File: config.mk
export PLATFORM = sky130hd
export DESIGN_NAME = wb_sdr_traffic_gen
export DESIGN_NICKNAME = d
export VERILOG_FILES = /design/src/rtl/wb_sdr_traffic_gen.sv
export SDC_FILE = /design/constraint.sdc
export NUM_CORES = 1
export LEC_CHECK = 0
export ABC_AREA = 1
export BUFFER_PORTS_ARGS = -buffer_cell sky130_fd_sc_hd__buf_4
export CAP_MARGIN = 20
export CORE_MARGIN = 3
export CORE_UTILIZATION = 44
export DETAILED_ROUTE_END_ITERATION = 8
export PLACE_DENSITY = 0.67
export SLEW_MARGIN = 40
export SYNTH_ARGS = -nofsm -noshare
export SYNTH_HDL_FRONTEND = slang
export SYNTH_SLANG_ARGS = --single-unit
export TNS_END_PERCENT = 100
File: constraint.sdc
create_clock -name wb_clk_i -period 2.62 [get_ports wb_clk_i]
set_input_delay 0.262 -clock wb_clk_i [delete_from_list [all_inputs] [get_ports wb_clk_i]]
set_output_delay 0.262 -clock wb_clk_i [all_outputs]
set_load 0.01 [all_outputs]
File: src/rtl/wb_sdr_traffic_gen.sv
// wb_sdr_traffic_gen: Wishbone master that writes bursts of LFSR data from a
// base address, reads the same region back, and compares against the
// regenerated pattern. It reports the mismatch count, the first failing
// address and pass/fail.
// Optional feature macro: TG_ACK_TIMEOUT_EN adds the TO_CYC parameter and the
// timeout output, which abort the run when a slave stops acknowledging.
module wb_sdr_traffic_gen #(
  parameter int              dw        = 32,
  parameter int              APP_AW    = 26,
  parameter int              BL_W      = 4,
  parameter int              NB_W      = 16,
  parameter logic [dw-1:0]   LFSR_TAPS = dw'(32'h80200003)
`ifdef TG_ACK_TIMEOUT_EN
  , parameter int            TO_CYC    = 255
`endif
) (
  input  logic                wb_clk_i,
  input  logic                wb_resetn,
  input  logic                start,
  input  logic [APP_AW-1:0]   cfg_base_addr,
  input  logic [BL_W-1:0]     cfg_burst_len,
  input  logic [NB_W-1:0]     cfg_num_bursts,
  input  logic [dw-1:0]       cfg_seed,
  input  logic [dw/8-1:0]     cfg_sel,
  output logic                wb_cyc_o,
  output logic                wb_stb_o,
  output logic                wb_we_o,
  output logic [APP_AW-1:0]   wb_addr_o,
  output logic [dw-1:0]       wb_dat_o,
  output logic [dw/8-1:0]     wb_sel_o,
  output logic [2:0]          wb_cti_o,
  input  logic                wb_ack_i,
  input  logic [dw-1:0]       wb_dat_i,
  output logic                busy,
  output logic                done,
  output logic                pass,
  output logic [15:0]         err_cnt,
  output logic [APP_AW-1:0]   first_err_addr
`ifdef TG_ACK_TIMEOUT_EN
  , output logic              timeout
`endif
);

  localparam int                BW         = dw / 8;
  localparam logic [APP_AW-1:0] ADDR_STEP  = APP_AW'(BW);
  localparam logic [APP_AW-1:0] ALIGN_MASK = ~APP_AW'(BW - 1);

  typedef enum logic [2:0] {
    IDLE, WR_BURST, WR_GAP, RD_INIT, RD_BURST, RD_GAP, FIN
  } state_t;

  state_t            state;
  logic [APP_AW-1:0] base_q;
  logic [BL_W-1:0]   len_q;
  logic [NB_W-1:0]   nb_q;
  logic [dw-1:0]     seed_q;
  logic [BW-1:0]     sel_q;
  logic [dw-1:0]     lfsr;
  logic [BL_W-1:0]   beat_cnt;
  logic [NB_W-1:0]   burst_cnt;

  logic [dw-1:0]     sel_mask;
  logic [dw-1:0]     lfsr_next;
  logic              mismatch;
  logic              last_beat;

`ifdef TG_ACK_TIMEOUT_EN
  localparam int            TO_W    = $clog2(TO_CYC + 1);
  localparam logic [TO_W-1:0] TO_LAST = TO_W'(TO_CYC - 1);
  logic [TO_W-1:0]          to_cnt;
`endif

  // Expand the latched byte enables into a bit mask and derive the next LFSR
  // value and the read-compare result.
  always_comb begin
    // NOTE: every variable gets a default first so no latch is inferred.
    sel_mask = '0;
    for (int i = 0; i < BW; i++) sel_mask[8*i +: 8] = {8{sel_q[i]}};
    lfsr_next = {1'b0, lfsr[dw-1:1]} ^ (lfsr[0] ? LFSR_TAPS : '0);
    mismatch  = |((wb_dat_i ^ lfsr) & sel_mask);
    last_beat = (beat_cnt == len_q);
  end

  assign wb_sel_o = sel_q;
  assign wb_dat_o = wb_we_o ? lfsr : '0;
  assign wb_cti_o = !wb_cyc_o ? 3'b000 : (last_beat ? 3'b111 : 3'b010);

  // Run sequencer: write phase, read-back/compare phase, then report.
  always_ff @(posedge wb_clk_i or negedge wb_resetn) begin
    if (!wb_resetn) begin
      state          <= IDLE;
      base_q         <= '0;
      len_q          <= '0;
      nb_q           <= '0;
      seed_q         <= '0;
      sel_q          <= '0;
      lfsr           <= dw'(1);
      beat_cnt       <= '0;
      burst_cnt      <= '0;
      wb_cyc_o       <= 1'b0;
      wb_stb_o       <= 1'b0;
      wb_we_o        <= 1'b0;
      wb_addr_o      <= '0;
      busy           <= 1'b0;
      done           <= 1'b0;
      pass           <= 1'b0;
      err_cnt        <= '0;
      first_err_addr <= '0;
`ifdef TG_ACK_TIMEOUT_EN
      to_cnt         <= '0;
      timeout        <= 1'b0;
`endif
    end else begin
      // NOTE: non-blocking assignments so every register sees pre-edge values.
      case (state)
        IDLE: begin
          if (start) begin
            base_q         <= cfg_base_addr & ALIGN_MASK;
            len_q          <= cfg_burst_len;
            nb_q           <= cfg_num_bursts;
            seed_q         <= (cfg_seed == '0) ? dw'(1) : cfg_seed;
            sel_q          <= cfg_sel;
            lfsr           <= (cfg_seed == '0) ? dw'(1) : cfg_seed;
            wb_addr_o      <= cfg_base_addr & ALIGN_MASK;
            beat_cnt       <= '0;
            burst_cnt      <= '0;
            err_cnt        <= '0;
            first_err_addr <= '0;
            done           <= 1'b0;
            pass           <= 1'b0;
            busy           <= 1'b1;
`ifdef TG_ACK_TIMEOUT_EN
            to_cnt         <= '0;
            timeout        <= 1'b0;
`endif
            if (cfg_num_bursts == '0) begin
              state <= FIN;
            end else begin
              state    <= WR_BURST;
              wb_cyc_o <= 1'b1;
              wb_stb_o <= 1'b1;
              wb_we_o  <= 1'b1;
            end
          end
        end

        WR_BURST, RD_BURST: begin
          if (wb_ack_i && wb_cyc_o) begin
            wb_addr_o <= wb_addr_o + ADDR_STEP;
            lfsr      <= lfsr_next;
`ifdef TG_ACK_TIMEOUT_EN
            to_cnt    <= '0;
`endif
            if (state == RD_BURST && mismatch) begin
              if (err_cnt == 16'd0) first_err_addr <= wb_addr_o;
              if (err_cnt != 16'hFFFF) err_cnt <= err_cnt + 16'd1;
            end
            if (last_beat) begin
              wb_cyc_o  <= 1'b0;
              wb_stb_o  <= 1'b0;
              wb_we_o   <= 1'b0;
              beat_cnt  <= '0;
              burst_cnt <= burst_cnt + NB_W'(1);
              state     <= (state == WR_BURST) ? WR_GAP : RD_GAP;
            end else begin
              beat_cnt <= beat_cnt + BL_W'(1);
            end
          end
`ifdef TG_ACK_TIMEOUT_EN
          else if (to_cnt == TO_LAST) begin
            wb_cyc_o <= 1'b0;
            wb_stb_o <= 1'b0;
            wb_we_o  <= 1'b0;
            timeout  <= 1'b1;
            state    <= FIN;
          end else begin
            to_cnt <= to_cnt + TO_W'(1);
          end
`endif
        end

        WR_GAP: begin
          if (burst_cnt == nb_q) begin
            state <= RD_INIT;
          end else begin
            state    <= WR_BURST;
            wb_cyc_o <= 1'b1;
            wb_stb_o <= 1'b1;
            wb_we_o  <= 1'b1;
          end
        end

        RD_INIT: begin
          lfsr      <= seed_q;
          wb_addr_o <= base_q;
          burst_cnt <= '0;
          wb_cyc_o  <= 1'b1;
          wb_stb_o  <= 1'b1;
          state     <= RD_BURST;
        end

        RD_GAP: begin
          if (burst_cnt == nb_q) begin
            state <= FIN;
          end else begin
            state    <= RD_BURST;
            wb_cyc_o <= 1'b1;
            wb_stb_o <= 1'b1;
          end
        end

        FIN: begin
          busy  <= 1'b0;
          done  <= 1'b1;
`ifdef TG_ACK_TIMEOUT_EN
          pass  <= (err_cnt == 16'd0) && !timeout;
`else
          pass  <= (err_cnt == 16'd0);
`endif
          state <= IDLE;
        end

        default: state <= IDLE;
      endcase
    end
  end

endmodule

==> results of run 1 <==
==> through the flow <==
step	worst slack [ns]	utilization [%]	std cells	power (mW)	instance area, um^2
6_report	0.363	57.5	2238	17.5	15100
5_1_grt	0.0597	57.5	2238	18.9	15100
4_1_cts	0.383	57.5	2237	17.5	15100
3_5_place_dp	0.400	52.5	2146	14.0	13800
3_3_place_gp	0.415	52.5	2146	13.8	13800
2_1_floorplan	0.878	-	1642	11.1	11800
==> layout make-up <==
class | instances | area (um^2)
Clock buffer | 32 | 679
Multi-Input combinational cell | 1122 | 5400
Clock inverter | 9 | 126
Timing Repair Buffer | 303 | 2470
Tap cell | 335 | 419
Antenna cell | 1 | 2.50
Sequential cell | 204 | 5110
Inverter | 232 | 871
Fill cell | 2449 | 11100
==> logic make-up (layout without fill, tap and decap cells) <==
group           after synthesis  in the layout  synth area share, %
compound gates              265            265                 12.7
xor+xnor                     43             43                 3.19
fa+ha+maj                     5              5                0.530
buf+inv                     316            576                 11.3
flops                       204            204                 43.2
mux                           1              1               0.0954
other cells                   1              5               0.0318
simple gates                804            804                 28.9
==> path summary, 6_finish.rpt <==
check	from	endpoint	slack, ns	cells past startpoint
worst min-delay path	cfg_seed[21]	lfsr[21]$_DFFE_PN0P_	0.03	3
worst max-delay path	state[0]$_DFFE_PN0P_	wb_addr_o[21]$_DFFE_PN0P_	0.36	10
max in group asynchronous	wb_resetn	busy$_DFFE_PN0P_	1.48	3
worst min register to register	base_q[4]$_DFFE_PN0P_	base_q[4]$_DFFE_PN0P_	0.47	2
worst max register to register	state[0]$_DFFE_PN0P_	wb_addr_o[21]$_DFFE_PN0P_	0.36	10
min in group asynchronous	wb_resetn	err_cnt[7]$_DFFE_PN0P_	0.38	2
==> worst max-delay path, stage by stage (launching register included) <==
cell and delay, ns:
dfrtp_1 0.59, nand2_1 0.22, nor2_4 0.30, nor2_4 0.13, buf_4 0.26, nand2_1 0.10, o21ai_1 0.07, nor2_1 0.22
nand2_1 0.09, o21ai_1 0.13, inv_1 0.05
==> cell usage after synthesis (9+ instances only) <==
master	number	area share [%]
o22ai_1	14	0.74
dfrtp_1	203	43
nand2_1	480	15
nor3_1	20	0.85
buf_4	14	0.89
a21oi_1	30	1.3
o21ai_0	163	6.9
xnor2_1	28	2.1
xor2_1	15	1.1
a22oi_1	18	1.1
o31ai_1	9	0.57
clkbuf_1	31	0.99
nand4_1	65	3.4
nand3_1	72	3.1
nor2_1	144	4.6
buf_2	30	1.3
inv_1	225	7.2
o21ai_1	10	0.42
==> sequential cells by signal (all words and copies together), names as in the netlist, 16 cells and up <==
register        count
lfsr               32
nb_q               16
err_cnt            16
wb_addr_o          24
base_q             24
seed_q             32
burst_cnt          16
first_err_addr     24
==> metal layers <==
layer / vias up / global-route usage, % / part of all wire (%)
met5: - / 0 / 0.037
met4: 2 / 6.19 / 2.6
met3: 62 / 3.67 / 5.5
met2: 325 / 40.3 / 47
met1: 5408 / 32.8 / 45
li1: 5725 / - / -
==> power by group through the flow <==
| stage | clock, mW | sequential (mW) | combinational [mW] |
|---|---|---|---|
| floorplan | 0 | 5.33 | 5.81 |
| global placement | 0 | 5.50 | 8.30 |
| detailed placement | 0 | 5.53 | 8.46 |
| CTS | 3.51 | 5.49 | 8.55 |
| global route | 3.65 | 5.65 | 9.65 |
| finish | 3.44 | 5.50 | 8.54 |
==> what timing repair did <==
item / 4_1_cts / 5_1_grt
gates resized for setup: 0 / 0
buffers inserted: 0 / 0
hold buffers: 50 / 0
hold endpoints to repair: 124 / 0
==> results.md, run 1 <==
- Commonest non-fill, non-tap cell in the layout: nand2_1
- Clock Latency Late Sink: approximately 0.52 ns
- Max Cap Violations: 0
- Final WL: approximately 35 mm
- Sequential Power Share: 31.5%
- Synth Flop Type: dfrtp_1
- Syn Inst Count: between 1500 and 2000
- Run status: finished clean
- Setup TNS: 0 ns
- Max FO, Critical Path: 24
- Most frequent cells in the layout: nand2_1, buf_4, inv_1
- IO Port Bufs: roughly 220
- Clock Pin Slew Worst Setup and Hold Paths: 0.06 ns
- Clock Tree Root: clkbuf_16
- Clk sinks: approximately 200
- GRT overflow: 0
- Setup crit end kind: flip-flop
- Die X-Extent: roughly 170 um
- CP Class: reg2reg
- Core area: roughly 26000 um^2
- Sequential share of the synthesized area: 43.2%
- Async SR Flop Fraction: between 90% and 100%
- Cell Int Power: roughly 9.7 mW
- Clock power frac: around a fifth
- Number of global-route vias before repair: between 10000 and 15000
- P_sw: between 7 and 8 mW
- Cell Rows: 59
- RSZ-0062 raised after global routing: false
- Routability cong.: between 0.8 and 0.9
- Leak pwr: just under 8 nW
- Number of buffers created by CTS: 23
- Bufs on Longest Clock Path: 3
- Critical Path Source Type: flip-flop
- WL/cell: about 16 um
- CTS tree: yes
- WP data required: 3.03 ns
- Height of the die: 170 um
- Minimum clock period after layout: 2.26 ns
- Worst Max-Slew Pin Slew: between 0.7 and 0.8 ns
- Syn Area/Cell: between 7 and 8 um^2
- DRC viols: 0
- Pin count of the biggest net entering global routing: 83
- Ys Warns: 0
- Hold WS: around 0.030 ns
- Final setup vio count: 0
- Cell Pwr Density: 1160 nW/um^2
- Die area: 28800 um^2
- Switching share of power: approximately 45%
- Register bit total from synthesis: 204
- Synth-to-Final Area Change: 27.6%
- I/O pin cnt: around 230
- GRT Util Overall: roughly a quarter
- First DRT Iteration DRCs: 876
- Maximum vdd drop: 0.000869 V
- Period utilization: around 86%
- Final ANT Viol Nets: 0
- Hpwl dp: about 25 mm
- First-pass GRT wire length: around 57 mm
- Effective utilization at floorplan: between 40 and 50%
- Mapped Area: approximately 12000 um^2
- H-tree Lvls: 1
- Total Nets Final: about 2000
- Vias: roughly 12000
- Layout cell share with drive strength beyond 1: roughly 17%
- Max_slew headroom: roughly 50%
- Distinct cells, synth: 44
- DRT Pass-1 Iters: 7
- Hold WC Path Type: in2reg
- Fin. Hold Viols: 0
- Initial antenna violation count: 2
- Vias per cell: approximately 5
- Arrival time worst endpoint: approximately 2.7 ns
- Fmax: between 400 and 500 MHz
- Final Max Tran Viols: 0
- Clock Skew: approximately 0.016 ns
- Number of flops mapped to enable cells by yosys: 0
- Comb power frac: 48.8%
Note: power is estimated with default switching activity, not from simulation.
==> inputs of run 2 (changes only) <==
--- a/config.mk
+++ b/config.mk
@@ -11,5 +11,6 @@
 export CORE_MARGIN = 3
-export CORE_UTILIZATION = 44
+export CORE_UTILIZATION = 41
 export DETAILED_ROUTE_END_ITERATION = 8
-export PLACE_DENSITY = 0.67
+export GPL_ROUTABILITY_DRIVEN = 0
+export PLACE_DENSITY = 0.63
 export SLEW_MARGIN = 40
==> constraint.sdc (replaced) <==
create_clock -name wb_clk_i -period 2.62 [get_ports wb_clk_i]
set_input_delay 0.131 -clock wb_clk_i [delete_from_list [all_inputs] [get_ports wb_clk_i]]
set_output_delay 0.131 -clock wb_clk_i [all_outputs]
set_load 0.01 [all_outputs]
==> run 2 against run 1 <==
Fmax is 4.9% lower. Cell count up 3.4%. Hold slack better by 0.16 ns. Clock power shrank 6%. Power is 1.1% lower. Cell area is 2.0% higher. Global-route usage is 1.2 points lower. Sequential share of layout area down 0.66 points. Highest routed layer unchanged.
==> results.md, run 2 (same netlist as run 1, synthesis figures left out) <==
- Run status: finished clean
- Die X-Extent: 176 um (+3.5%)
- Top Family by Delay on Critical Path: simple AND/OR/NAND/NOR gates
- Maximum vdd drop: 0.000650 V (-25%)
- Clock Latency Late Sink: 0.52 ns (about the same)
- Leak pwr: 7.89 nW (+1.3%)
- Post-CTS resize count: 0 (unchanged)
- Effective utilization at floorplan: 42.0% (-3.0 points)
- GRT Util Overall: 22.8% (-1.2 points)
- Fmax: 422 MHz (-4.9%)
- Commonest non-fill, non-tap cell in the layout: nand2_1
- First-pass GRT wire length: 57.9 mm (+2.2%)
- Overall power: 17.3 mW (-1.1%)
- WL/cell: 15.3 um (-1.7%)
- Final Max Tran Viols: 0 (unchanged)
- Height of the die: 176 um (+3.5%)
- Most frequent cells in the layout: nand2_1, buf_4, inv_1
- Clock Tree Root: clkbuf_16
- P_sw: 7.79 mW (-0.22%)
- Vias per cell: 5.01 (-2.8%)
- Setup TNS: 0 ns (unchanged)
- Post-layout worst setup margin: 0.248 ns (-0.115 ns)
- Cell Int Power: 9.50 mW (-1.7%)
- Core area: 28100 um^2 (+7.2%)
- Period utilization: 90.5% (+4.4 points)
- Max_slew headroom: 47.0% (-3.9 points)
- Critical Path Source Type: flip-flop
- Sequential Power Share: 31.6% (about the same)
- Cell Pwr Density: 1130 nW/um^2 (-3.0%)
- Clk sinks: 204 (unchanged)
- Number of buffers created by CTS: 25 (+8.7%)
- Final ANT Viol Nets: 0 (unchanged)
- Comb power frac: 49.6% (+0.8 points)
- I/O pin cnt: 231 (unchanged)
- Critical Path Stages: 9 (-1)
- Reg2Reg Depth: 9 (-1)
- Die area: 30900 um^2 (+7.1%)
- Clock Skew: 0.00861 ns (-0.00784 ns)
- Worst Max-Slew Pin Slew: 0.795 ns (+0.0585 ns)
- Bufs on Longest Clock Path: 3 (unchanged)
- Arrival time worst endpoint: 2.79 ns (+0.12 ns)
- DRT Pass-1 Iters: 5 (-2)
- Top Registers: lfsr (32), seed_q (32)
- Initial antenna violation count: 2 (unchanged)
- Hold WS: 0.191 ns (+0.161 ns)
- Clock Pin Slew Worst Setup and Hold Paths: 0.06 ns (about the same)
- IO Port Bufs: 224 (unchanged)
- Total Nets Final: 2042 (+1.6%)
- Layout cell share with drive strength beyond 1: 16.8% (-0.46 points)
- R2r setup slk: 0.25 ns (-0.12 ns)
- Max FO, Critical Path: 20 (-17%)
- Dpl ws: 0.229 ns (-0.171 ns)
- Hold WC Path Type: in2async
- DRC viols: 0 (unchanged)
- CTS tree: yes
- First DRT Iteration DRCs: 844 (-3.7%)
- Switching share of power: 45.1% (+0.37 points)
- Layout Utilization: 54.7% (-2.8 points)
- Worst R2R End: burst_cnt[9]$_DFFE_PN0P_
- Fin. Hold Viols: 0 (unchanged)
- Synth-to-Final Area Change: 30.2%
- Critical Path Slowest Stage Cell: dfrtp_1
- Pin count of the biggest net entering global routing: 75 (-9.6%)
- Minimum clock period after layout: 2.37 ns (+0.115 ns)
- Final setup vio count: 0 (unchanged)
- Number of global-route vias before repair: 11240 (+0.60%)
- Cell Rows: 61 (+3.4%)
- CP cell instances: nor2_2, nand2_2, nand2_2, buf_4, nand2_2, nand2_2, buf_4, nand2_1, o31ai_1
- WP data required: 3.03 ns (about the same)
- Max stage delay on crit path: 0.48 ns (-0.11 ns)
- GRT overflow: 0 (unchanged)
- Final WL: 35.4 mm (+1.6%)
- CP most frequent cell: nand2_2
- Clock power frac: 18.8% (-0.9 points)
- Buffers & Inverters on Critical Path: 2 (unchanged)
- Layout fillers: 2703 (+10%)
- Post-CTS setup buffer count: 0 (unchanged)
- RSZ-0062 raised after global routing: false
- Setup crit end kind: flip-flop
- CP Class: reg2reg
- Hpwl dp: 24.6 mm (about the same)
- H-tree Lvls: 1 (unchanged)
- Max Cap Violations: 0 (unchanged)
- Vias: 11590 (+0.59%)
- Critical R2R Launch: state[2]$_DFFE_PN0P_
run 2: power groups by stage:
stage | sequential (mW) | clock (mW) | combinational (mW)
finish | 5.46 | 3.25 | 8.58
global route | 5.62 | 3.47 | 9.74
CTS | 5.46 | 3.34 | 8.60
detailed placement | 5.50 | 0 | 8.46
global placement | 5.47 | 0 | 8.33
floorplan | 5.33 | 0 | 5.81
run 2: how the worst max path moves through the flow:
stage	from	endpoint	slack, ns
detailed placement	state[2]$_DFFE_PN0P_	burst_cnt[9]$_DFFE_PN0P_	0.23
global placement	state[2]$_DFFE_PN0P_	burst_cnt[14]$_DFFE_PN0P_	0.31
global route	state[2]$_DFFE_PN0P_	burst_cnt[3]$_DFFE_PN0P_	0.02
finish	state[2]$_DFFE_PN0P_	burst_cnt[9]$_DFFE_PN0P_	0.25
CTS	state[2]$_DFFE_PN0P_	burst_cnt[9]$_DFFE_PN0P_	0.23
floorplan	err_cnt[0]$_DFFE_PN0P_	err_cnt[6]$_DFFE_PN0P_	0.88
run 2: timing repair:
item / 4_1_cts / 5_1_grt
endpoints found under the hold margin: 181 / 0
setup endpoints to repair: 0 / 0
hold buffers: 81 / 0
run 2: cell type report:
class,instances,area (um^2),share of cell area (%)
repair buffers,334,2750,17.9
clock inverters,5,28.8,0.187
flip-flops and latches,204,5110,33.2
inverters,232,871,5.67
clock buffers,39,738,4.80
well taps,378,473,3.08
diodes,1,2.50,0.0163
multi-input cells,1122,5400,35.1
run 2: through the flow:
stage                     area (um^2)  cells
after floorplan                 11800   1642
after global placement          13800   2189
after detailed placement        13800   2189
after CTS                       15400   2314
after global routing            15400   2315
final                           15400   2315
run 2: per-layer routing:
metal | part of all wire (%) | GRT usage [%] | up-vias
met5 | 0.020 | 0 | -
met4 | 3.0 | 6.57 | 2
met3 | 5.8 | 3.44 | 66
met2 | 46 | 37.0 | 350
met1 | 45 | 31.8 | 5391
li1 | - | - | 5781
==> inputs of run 3 (changes only) <==
- CELL_PAD_IN_SITES_DETAIL_PLACEMENT: not set -> 1
- CELL_PAD_IN_SITES_GLOBAL_PLACEMENT: not set -> 1
- CORE_UTILIZATION: 41 -> 43
- PLACE_DENSITY: 0.63 -> 0.87
==> run 3 against run 2 <==
Utilization increased by 3.0 points. Cell area up 1.3%. Power is 8.6% higher. Sequential share of layout area decreased by 0.41 points. Sequential power grew 2%. Clock-buffer cell count shrank 6. Global-route usage grew 7.3 points. Wire length grew 27%. Clock power is 20% higher. Clock skew up 0.0091 ns.
==> results.md, run 3 (same netlist as run 1, synthesis figures left out) <==
- Max_slew headroom: 48.9% (+1.9 points)
- I/O pin cnt: 231 (unchanged)
- Vias per cell: 5.50 (+9.8%)
- Leak pwr: 8.01 nW (+1.4%)
- Commonest non-fill, non-tap cell in the layout: nand2_1
- Max stage delay on crit path: 0.54 ns (+0.06 ns)
- Post-layout worst setup margin: 0.221 ns (-0.0264 ns)
- Arrival time worst endpoint: 2.80 ns (about the same)
- Top Family by Delay on Critical Path: simple AND/OR/NAND/NOR gates
- Max Cap Violations: 0 (unchanged)
- Clock Latency Late Sink: 0.54 ns (+0.02 ns)
- Layout Utilization: 57.7% (+3.0 points)
- Critical Path Slowest Stage Cell: dfrtp_1
- Minimum clock period after layout: 2.40 ns (+0.0264 ns)
- Cell Rows: 60 (-1.6%)
- GRT Util Overall: 30.1% (+7.3 points)
- First-pass GRT wire length: 71.3 mm (+23%)
- Final WL: 45.0 mm (+27%)
- Clk sinks: 204 (unchanged)
- Initial antenna violation count: 7 (+5)
- Buffers & Inverters on Critical Path: 2 (unchanged)
- WP data required: 3.03 ns (about the same)
- Post-CTS setup buffer count: 0 (unchanged)
- Setup TNS: 0 ns (unchanged)
- Placed Cells incl. Taps: 2152 (-1.7%)
- CP cell instances: nor2_2, nand2_2, nand2_2, buf_4, buf_4, nand4_4, nor2_4, nor2_4, nand3_4, nand2_1, nand2_1
- Worst Max-Slew Pin Slew: 0.767 ns (-0.0279 ns)
- RSZ-0062 raised after global routing: false
- Pin count of the biggest net entering global routing: 88 (+17%)
- Number of buffers created by CTS: 25 (unchanged)
- Period utilization: 91.5% (+1.0 points)
- Clock Skew: 0.0177 ns (+0.00906 ns)
- IO Port Bufs: 224 (unchanged)
- Final setup vio count: 0 (unchanged)
- Height of the die: 172 um (-2.3%)
- Vias: 12579 (+8.5%)
- DRT Pass-1 Iters: 5 (unchanged)
- Most frequent cells in the layout: nand2_1, buf_4, inv_1
- Maximum vdd drop: 0.000657 V (+1.1%)
- Max FO, Critical Path: 17 (-15%)
- Effective utilization at floorplan: 43.8% (+1.8 points)
- Finished Layout Cells: 2288 (-1.2%)
- Core area: 27000 um^2 (-4.0%)
- Clock Tree Root: clkbuf_16
- Hpwl dp: 29.2 mm (+18%)
- Overall power: 18.8 mW (+8.6%)
- Layout cell share with drive strength beyond 1: 17.4% (+0.54 points)
- WL/cell: 19.7 um (+29%)
- Setup crit end kind: flip-flop
- Dpl ws: 0.218 ns (-0.0112 ns)
- Critical Path Source Type: flip-flop
- First DRT Iteration DRCs: 895 (+6.0%)
- Final Max Tran Viols: 0 (unchanged)
- Top Registers: lfsr (32), seed_q (32)
- Total Nets Final: 2043 (+0.049%)
- Fmax: 417 MHz (-1.1%)
- GRT overflow: 0 (unchanged)
- Run status: finished clean
- CP Class: reg2reg
- Fin. Hold Viols: 0 (unchanged)
- Bufs on Longest Clock Path: 3 (unchanged)
- Layout fillers: 3384 (+25%)
- Hold WC Path Type: in2reg
- Clock Pin Slew Worst Setup and Hold Paths: 0.06 ns (about the same)
- Cell Pwr Density: 1210 nW/um^2 (+7.3%)
- CTS tree: yes
- H-tree Lvls: 1 (unchanged)
- Die X-Extent: 172 um (-2.3%)
- DRC viols: 0 (unchanged)
- Final ANT Viol Nets: 0 (unchanged)
- Synth-to-Final Area Change: 31.8%
- Die area: 29500 um^2 (-4.5%)
- Number of global-route vias before repair: 13437 (+20%)
run 3: cell count changes in the layout (fill, tap and decap cells not counted), moves of 2 or more:
cell and change:
bufinv_16 +5, clkinv_2 +2, buf_4 -3, buf_12 +2, clkbuf_8 +2, buf_8 +2, diode_2 +7, clkbuf_1 -8
run 3: per-layer routing:
layer | share of wire (%) | track usage (%) | wire length [um]
met1 | 40 | 37.5 | 18200
met2 | 50 | 53.1 | 22600
met3 | 5.1 | 4.37 | 2290
met4 | 4.2 | 10.9 | 1890
met5 | 0 | 0 | 0
run 3: final timing paths:
kind | startpoint | to | slack, ns | cells past startpoint
hold reg to reg | base_q[14]$_DFFE_PN0P_ | base_q[14]$_DFFE_PN0P_ | 0.48 | 2
setup / recovery | state[2]$_DFFE_PN0P_ | err_cnt[6]$_DFFE_PN0P_ | 0.22 | 11
max in group asynchronous | wb_resetn | first_err_addr[10]$_DFFE_PN0P_ | 1.46 | 3
hold / removal | start | beat_cnt[3]$_DFFE_PN0P_ | 0.19 | 4
setup reg to reg | state[2]$_DFFE_PN0P_ | err_cnt[6]$_DFFE_PN0P_ | 0.22 | 11
min in group asynchronous | wb_resetn | lfsr[27]$_DFFE_PN0P_ | 0.26 | 2
run 3: cell type report:
cell class	count	area, um^2	area share [%]
inverters	232	873	5.61
flip-flops and latches	204	5110	32.8
clock buffers	33	736	4.73
repair buffers	335	2800	18.0
clock inverters	13	198	1.27
diodes	8	20.0	0.129
multi-input cells	1122	5400	34.7
well taps	341	427	2.74
run 3: where the power goes:
group | internal [mW] | switching (mW) | total, mW
registers | 4.44 | 1.13 | 5.57
logic | 3.24 | 6.07 | 9.31
clock network | 2.46 | 1.45 | 3.91
total | 10.1 | 8.65 | 18.8
run 3: what timing repair did:
item                                   4_1_cts  5_1_grt
resized for setup                            0        3
hold buffers                                81        0
setup endpoints to repair                    0        3
endpoints found under the hold margin      187        0
run 3: worst register-to-register path: stages (launching register included):
cell,delay [ns]
dfrtp_1,0.54
nor2_2,0.15
nand2_2,0.10
nand2_2,0.07
buf_4,0.17
buf_4,0.22
nand4_4,0.10
nor2_4,0.05
nor2_4,0.37
nand3_4,0.28
nand2_1,0.17
nand2_1,0.08
run 3: per-stage QoR:
stage	hold WS [ns]	instance area, um^2
3_3_place_gp	0.257	13700
4_1_cts	0.168	15500
3_5_place_dp	0.254	13800
2_1_floorplan	-0.165	11800
6_report	0.194	15600
5_1_grt	0.238	15600
